`src/rtl/wbsdram_arbiter.sv`:
```
// Two-master pipelined Wishbone arbiter in front of the SDRAM slave port.
// Round-robin on ties, grant held for the whole bus cycle, outstanding-request
// limit per grant and a fairness hold limit that forces a yield when the other
// master is waiting.
//
// Handshake: a beat is transferred on a master port when cyc & stb & !stall,
// and on the slave port when o_s_stb & !i_s_stall; each accepted beat is
// answered by exactly one ack (or an err) unless cyc is dropped first.
module wbsdram_arbiter #(
    parameter int AW      = 24,
    parameter int DW      = 32,
    parameter int LGOUT   = 5,
    parameter int MAXHOLD = 64
) (
    input  logic                           i_clk,
    input  logic                           i_reset_n,
    // master A (CPU)
    input  logic                           i_a_cyc,
    input  logic                           i_a_stb,
    input  logic                           i_a_we,
    input  logic [AW-1:0]                  i_a_addr,
    input  logic [DW-1:0]                  i_a_data,
    input  logic [DW/8-1:0]                i_a_sel,
    output logic                           o_a_stall,
    output logic                           o_a_ack,
    output logic                           o_a_err,
    output logic [DW-1:0]                  o_a_data,
    // master B (DMA/video)
    input  logic                           i_b_cyc,
    input  logic                           i_b_stb,
    input  logic                           i_b_we,
    input  logic [AW-1:0]                  i_b_addr,
    input  logic [DW-1:0]                  i_b_data,
    input  logic [DW/8-1:0]                i_b_sel,
    output logic                           o_b_stall,
    output logic                           o_b_ack,
    output logic                           o_b_err,
    output logic [DW-1:0]                  o_b_data,
    // shared SDRAM slave
    output logic                           o_s_cyc,
    output logic                           o_s_stb,
    output logic                           o_s_we,
    output logic [AW-1:0]                  o_s_addr,
    output logic [DW-1:0]                  o_s_data,
    output logic [DW/8-1:0]                o_s_sel,
    input  logic                           i_s_stall,
    input  logic                           i_s_ack,
    input  logic                           i_s_err,
    input  logic [DW-1:0]                  i_s_data,
    // debug visibility of the arbiter state
    output logic [1:0]                     o_dbg_state,
    output logic [LGOUT:0]                 o_dbg_outstanding,
    output logic [$clog2(MAXHOLD+1)-1:0]   o_dbg_hold
);

    localparam int HW = $clog2(MAXHOLD + 1);
    localparam logic [LGOUT:0] OUT_MAX  = {1'b1, {LGOUT{1'b0}}};
    localparam logic [LGOUT:0] OUT_ONE  = {{LGOUT{1'b0}}, 1'b1};
    localparam logic [HW-1:0]  HOLD_MAX = HW'(MAXHOLD);
    localparam logic [HW-1:0]  HOLD_ONE = {{(HW-1){1'b0}}, 1'b1};

    typedef enum logic [1:0] {
        IDLE  = 2'd0,
        GNT_A = 2'd1,
        GNT_B = 2'd2
    } state_t;

    state_t           state;
    logic             last_b;       // 1: B was the last master whose grant ended
    logic [LGOUT:0]   outstanding;
    logic [HW-1:0]    hold;

    logic req_a, req_b;
    logic own_cyc, own_stb, other_req;
    logic gate_hold, gate, accept;

    assign req_a = i_a_cyc & i_a_stb;
    assign req_b = i_b_cyc & i_b_stb;

    // Select the granted master's controls and evaluate the throttles
    always_comb begin
        own_cyc   = 1'b0;
        own_stb   = 1'b0;
        other_req = 1'b0;
        case (state)
            GNT_A: begin
                own_cyc   = i_a_cyc;
                own_stb   = i_a_stb;
                other_req = req_b;
            end
            GNT_B: begin
                own_cyc   = i_b_cyc;
                own_stb   = i_b_stb;
                other_req = req_a;
            end
            default: ;
        endcase
        gate_hold = (hold >= HOLD_MAX) && other_req;
        gate      = (outstanding == OUT_MAX) || gate_hold;
        accept    = own_stb && !gate && !i_s_stall;
    end

    // Slave-side mux and response routing; zero added latency on ack/err
    always_comb begin
        o_s_cyc   = own_cyc;
        o_s_stb   = own_stb & ~gate;
        o_s_we    = (state == GNT_B) ? i_b_we   : i_a_we;
        o_s_addr  = (state == GNT_B) ? i_b_addr : i_a_addr;
        o_s_data  = (state == GNT_B) ? i_b_data : i_a_data;
        o_s_sel   = (state == GNT_B) ? i_b_sel  : i_a_sel;
        o_a_stall = (state == GNT_A) ? (i_s_stall | gate) : 1'b1;
        o_b_stall = (state == GNT_B) ? (i_s_stall | gate) : 1'b1;
        o_a_ack   = (state == GNT_A) & i_s_ack;
        o_b_ack   = (state == GNT_B) & i_s_ack;
        o_a_err   = (state == GNT_A) & i_s_err;
        o_b_err   = (state == GNT_B) & i_s_err;
        o_a_data  = i_s_data;
        o_b_data  = i_s_data;
    end

    // Grant FSM with outstanding and hold bookkeeping
    always_ff @(posedge i_clk or negedge i_reset_n) begin
        if (!i_reset_n) begin
            state       <= IDLE;
            last_b      <= 1'b1;
            outstanding <= '0;
            hold        <= '0;
        end else begin
            case (state)
                IDLE: begin
                    outstanding <= '0;
                    hold        <= '0;
                    if (req_a && (!req_b || last_b))
                        state <= GNT_A;
                    else if (req_b)
                        state <= GNT_B;
                end
                GNT_A, GNT_B: begin
                    if (!own_cyc) begin
                        // slave abandons pending acks when cyc falls
                        state       <= IDLE;
                        last_b      <= (state == GNT_B);
                        outstanding <= '0;
                        hold        <= '0;
                    end else if (gate_hold && (outstanding == '0)) begin
                        // fairness yield straight to the waiting master
                        state  <= (state == GNT_A) ? GNT_B : GNT_A;
                        last_b <= (state == GNT_B);
                        hold   <= '0;
                    end else begin
                        if (i_s_err)
                            outstanding <= '0;
                        else if (accept && !(i_s_ack && (outstanding != '0)))
                            outstanding <= outstanding + OUT_ONE;
                        else if (!accept && i_s_ack && (outstanding != '0))
                            outstanding <= outstanding - OUT_ONE;
                        if (accept && (hold < HOLD_MAX))
                            hold <= hold + HOLD_ONE;
                    end
                end
                default: state <= IDLE;
            endcase
        end
    end

    assign o_dbg_state       = state;
    assign o_dbg_outstanding = outstanding;
    assign o_dbg_hold        = hold;

endmodule
```
`config.mk`:
```
export PLATFORM = sky130hd
export DESIGN_NAME = wbsdram_arbiter
export DESIGN_NICKNAME = d
export VERILOG_FILES = /design/src/rtl/wbsdram_arbiter.sv
export SDC_FILE = /design/constraint.sdc
export NUM_CORES = 1
export LEC_CHECK = 0
export BUFFER_PORTS_ARGS = -buffer_cell sky130_fd_sc_hd__clkbuf_2
export CORE_AREA = 10 10 114 116
export CTS_CLUSTER_SIZE = 25
export DETAILED_ROUTE_END_ITERATION = 10
export DIE_AREA = 0 0 124 126
export SKIP_CTS_REPAIR_TIMING = 1
export SLEW_MARGIN = 20
export SYNTH_ARGS = -nofsm -noshare
export SYNTH_HDL_FRONTEND = slang
export SYNTH_SLANG_ARGS = --single-unit
```
`constraint.sdc`:
```
create_clock -name i_clk -period 3.07 [get_ports i_clk]
set_input_delay 0.307 -clock i_clk [delete_from_list [all_inputs] [get_ports i_clk]]
set_output_delay 0.307 -clock i_clk [all_outputs]
set_load 0.03 [all_outputs]
```
==> impl_metrics.py <==
metrics = {
    "layout": {
        "n_fill_cell": 1141,
        "diodes": 0,
        "fin_nets": 594,
        "multi_input_area_sq_um": 1470,
        "area_growth_pct": 36.9,
        "mostFrequentLayoutCells": "clkbuf_2 (214), mux2_1 (61), dfrtp_1 (14)",
        "layout-drive-gt1-share_pct": 58.9,
        "design_area_sq_um": 3300,
        "layout_commonest_cell": "clkbuf_2",
        "regArea_sq_um": 403,
        "utilization_pct": 30.9,
        "instances_no_fill": 558,
    },
    "clock_tree": {
        "clk_path_buf_depth": 2,
        "root_buffer": "clkbuf_8",
        "cts_sinks": 16,
        "worst_skew_pair.late_latency_ns": 0.25,
        "cts_tree": "done",
        "clkSlewWorstSetupHoldPaths_ns": 0.07,
        "cts_buffers": 3,
        "h-tree-depth": 1,
    },
    "synth": {
        "ys_seq_area_share_pct": 16.6,
        "synth_nets": 435,
        "ys_warn_count": 0,
        "synthesis.area_sq_um": 2410,
        "ys.flop_type": "dfrtp_1",
        "ys_async_sr_fraction_pct": 100,
        "synth_edf_count": 0,
        "synthDistinctLibCells": 41,
        "syn-instance-count": 260,
        "synth_seq_cells": 16,
        "synth_area_per_cell_sq_um": 9.28,
    },
    "worst_hold_path": {
        "hold_class": "in -> async",
    },
    "detailed_routing": {
        "drtIter0Drc": 81,
        "vias": 2432,
        "drc": 0,
        "totalWireLength_um": 11700,
        "detail-route-antenna-nets": 0,
        "viasPerCell": 4.36,
        "wire_per_inst_um": 20.9,
        "firstDrtPassIters": 4,
    },
    "sta": {
        "hold_ws_ns": -0.0200,
        "max_freq_ghz": 0.351,
        "worst_pin_slew_ns": 0.805,
        "fin_crit_ns": 2.85,
        "hold_violations": 15,
        "fin_skew_ns": 0.00239,
        "post-route-period-util_pct": 92.8,
        "slew_viol_final": 0,
        "setup_violations": 0,
        "slew_headroom_pct": 46.4,
    },
    "floorplan": {
        "floorplan.initialDensity_pct": 22.5,
        "die_y_um": 126,
        "die_area_sq_um": 15600,
        "core_area_sq_um": 10700,
        "row_count": 38,
        "pin_count": 311,
        "fp.dieW_um": 124,
    },
    "global_route": {
        "grt_antenna_before_repair": 0,
        "grt_pass1_vias": 2632,
        "grt_overflow": 0,
        "grt_max_degree": 65,
        "grt_pass1_wl_um": 16200,
        "grt.total_usage_pct": 13.5,
    },
    "critical_path": {
        "cpPeakStageDelay_ns": 0.61,
        "worst-path-max-fanout": 5,
        "crit_arrival_ns": 2.99,
        "cp.required_ns": 3.21,
        "crit_chain": "or4_4, o31ai_4, nand2_2, ha_1, a211oi_1, o21ai_1, a21o_1, mux2i_1, xor2_1, a22o_1",
        "crit_path_top_delay_cell": "or4_4",
        "worst-path-buf-inv": 0,
        "crit_path_end_kind": "register",
        "worstSetupPathType": "reg -> reg",
        "path_delay_family": "compound AO/OA/AOI/OAI gates",
        "startpoint_type": "register",
    },
    "run_status": {
        "status": "complete, but fails checks",
        "violations": "hold timing",
    },
    "place": {
        "detailed_place_hpwl_um": 10600,
        "place_area_sq_um": 3200,
        "portBuffers": 214,
        "place_congestion": 0.815,
        "dp_cells": 549,
    },
    "pwr": {
        "peakVddDrop_uv": 343,
        "finalPower_uw": 1980,
        "cellLeakagePower_uw": 0.00179,
        "powerDensity_nw_per_um2": 601,
    },
    "flow_run": {
        "maxCapViolations": 0,
    },
}
==> power by group <==
| part | switching (uW) | total (uW) | internal, uW | leakage (uW) |
|---|---|---|---|---|
| clock | 76.3 | 190 | 114 | 0.0000288 |
| combinational | 1040 | 1540 | 498 | 0.00154 |
| sequential | 20.7 | 255 | 234 | 0.000217 |
==> sequential cells by signal (all words and copies together), names as in the netlist <==
signal,cells
last_b,1
o_dbg_outstanding,6
o_dbg_state,2
o_dbg_hold,7
==> logic make-up (layout without fill, tap and decap cells) <==
kind of cell / Yosys count / after routing / synth area share, %
AOI/OAI and AO/OA: 31 / 31 / 10.1
xor gates and xnor gates: 9 / 9 / 3.27
adders and majority gates: 12 / 12 / 6.54
buffers and inverters: 84 / 242 / 23.0
DFF: 16 / 16 / 16.6
muxes: 64 / 64 / 29.8
and+or+nand+nor: 44 / 44 / 10.7
==> synthesized netlist by cell type, drive strengths merged (2+ instances only) <==
library cell,number,area share [%]
o21ai,5,1.0
buf,64,20
mux2i,2,0.83
nor2,10,1.9
xor2,9,3.3
nand3,4,0.83
clkbuf,7,1.1
and2,4,1.0
nand2,11,1.7
a21o,3,0.93
o22ai,4,1.0
nor3,4,1.2
o31ai,3,1.5
nand2b,3,1.1
dfrtp,15,16
a22o,4,1.5
mux2,62,29
inv,13,2.0
a21oi,5,1.3
a31o,2,0.73
nand4,4,1.0
ha,11,5.7
==> path summary, 6_finish.rpt <==
kind	start	endpoint	slack, ns	cells after the start
worst max-delay path	o_dbg_outstanding[1]$_DFFE_PN0P_	o_dbg_outstanding[5]$_DFFE_PN0P_	0.22	10
worst min-delay path	i_reset_n	o_dbg_outstanding[1]$_DFFE_PN0P_	-0.02	1
worst max register to register	o_dbg_outstanding[1]$_DFFE_PN0P_	o_dbg_outstanding[5]$_DFFE_PN0P_	0.22	10
worst min register to register	o_dbg_state[0]$_DFFE_PN0P_	o_dbg_state[0]$_DFFE_PN0P_	0.58	2
max in group asynchronous	i_reset_n	last_b$_DFFE_PN1P_	2.76	1
min in group i_clk	i_s_err	o_dbg_outstanding[5]$_DFFE_PN0P_	0.46	3
==> per-layer routing <==
metal	GRT usage [%]	vias up	share of wire (%)
met5	0	-	0
met3	7.51	30	15
li1	-	1158	-
met1	16.9	1102	42
met2	19.8	142	41
met4	2.57	0	1.4
==> cell type report <==
type                       count  share of cell area [%]
timing repair buffer         225                    34.9
tap                          140                    5.31
sequential                    16                    12.2
clock buffer                   4                    1.67
multi-input combinational    160                    44.4
inverter                      13                    1.48
==> stage by stage <==
step	hold slack (ns)	setup slack [ns]	TNS, ns
floorplan	0.0114	0.106	0
global placement	0.258	0.193	0
detailed placement	0.261	0.0546	0
CTS	-0.00940	0.0350	0
global route	0.00423	-0.0130	-0.0130
finish	-0.0200	0.220	0
Power figures use the tool's default switching activity.
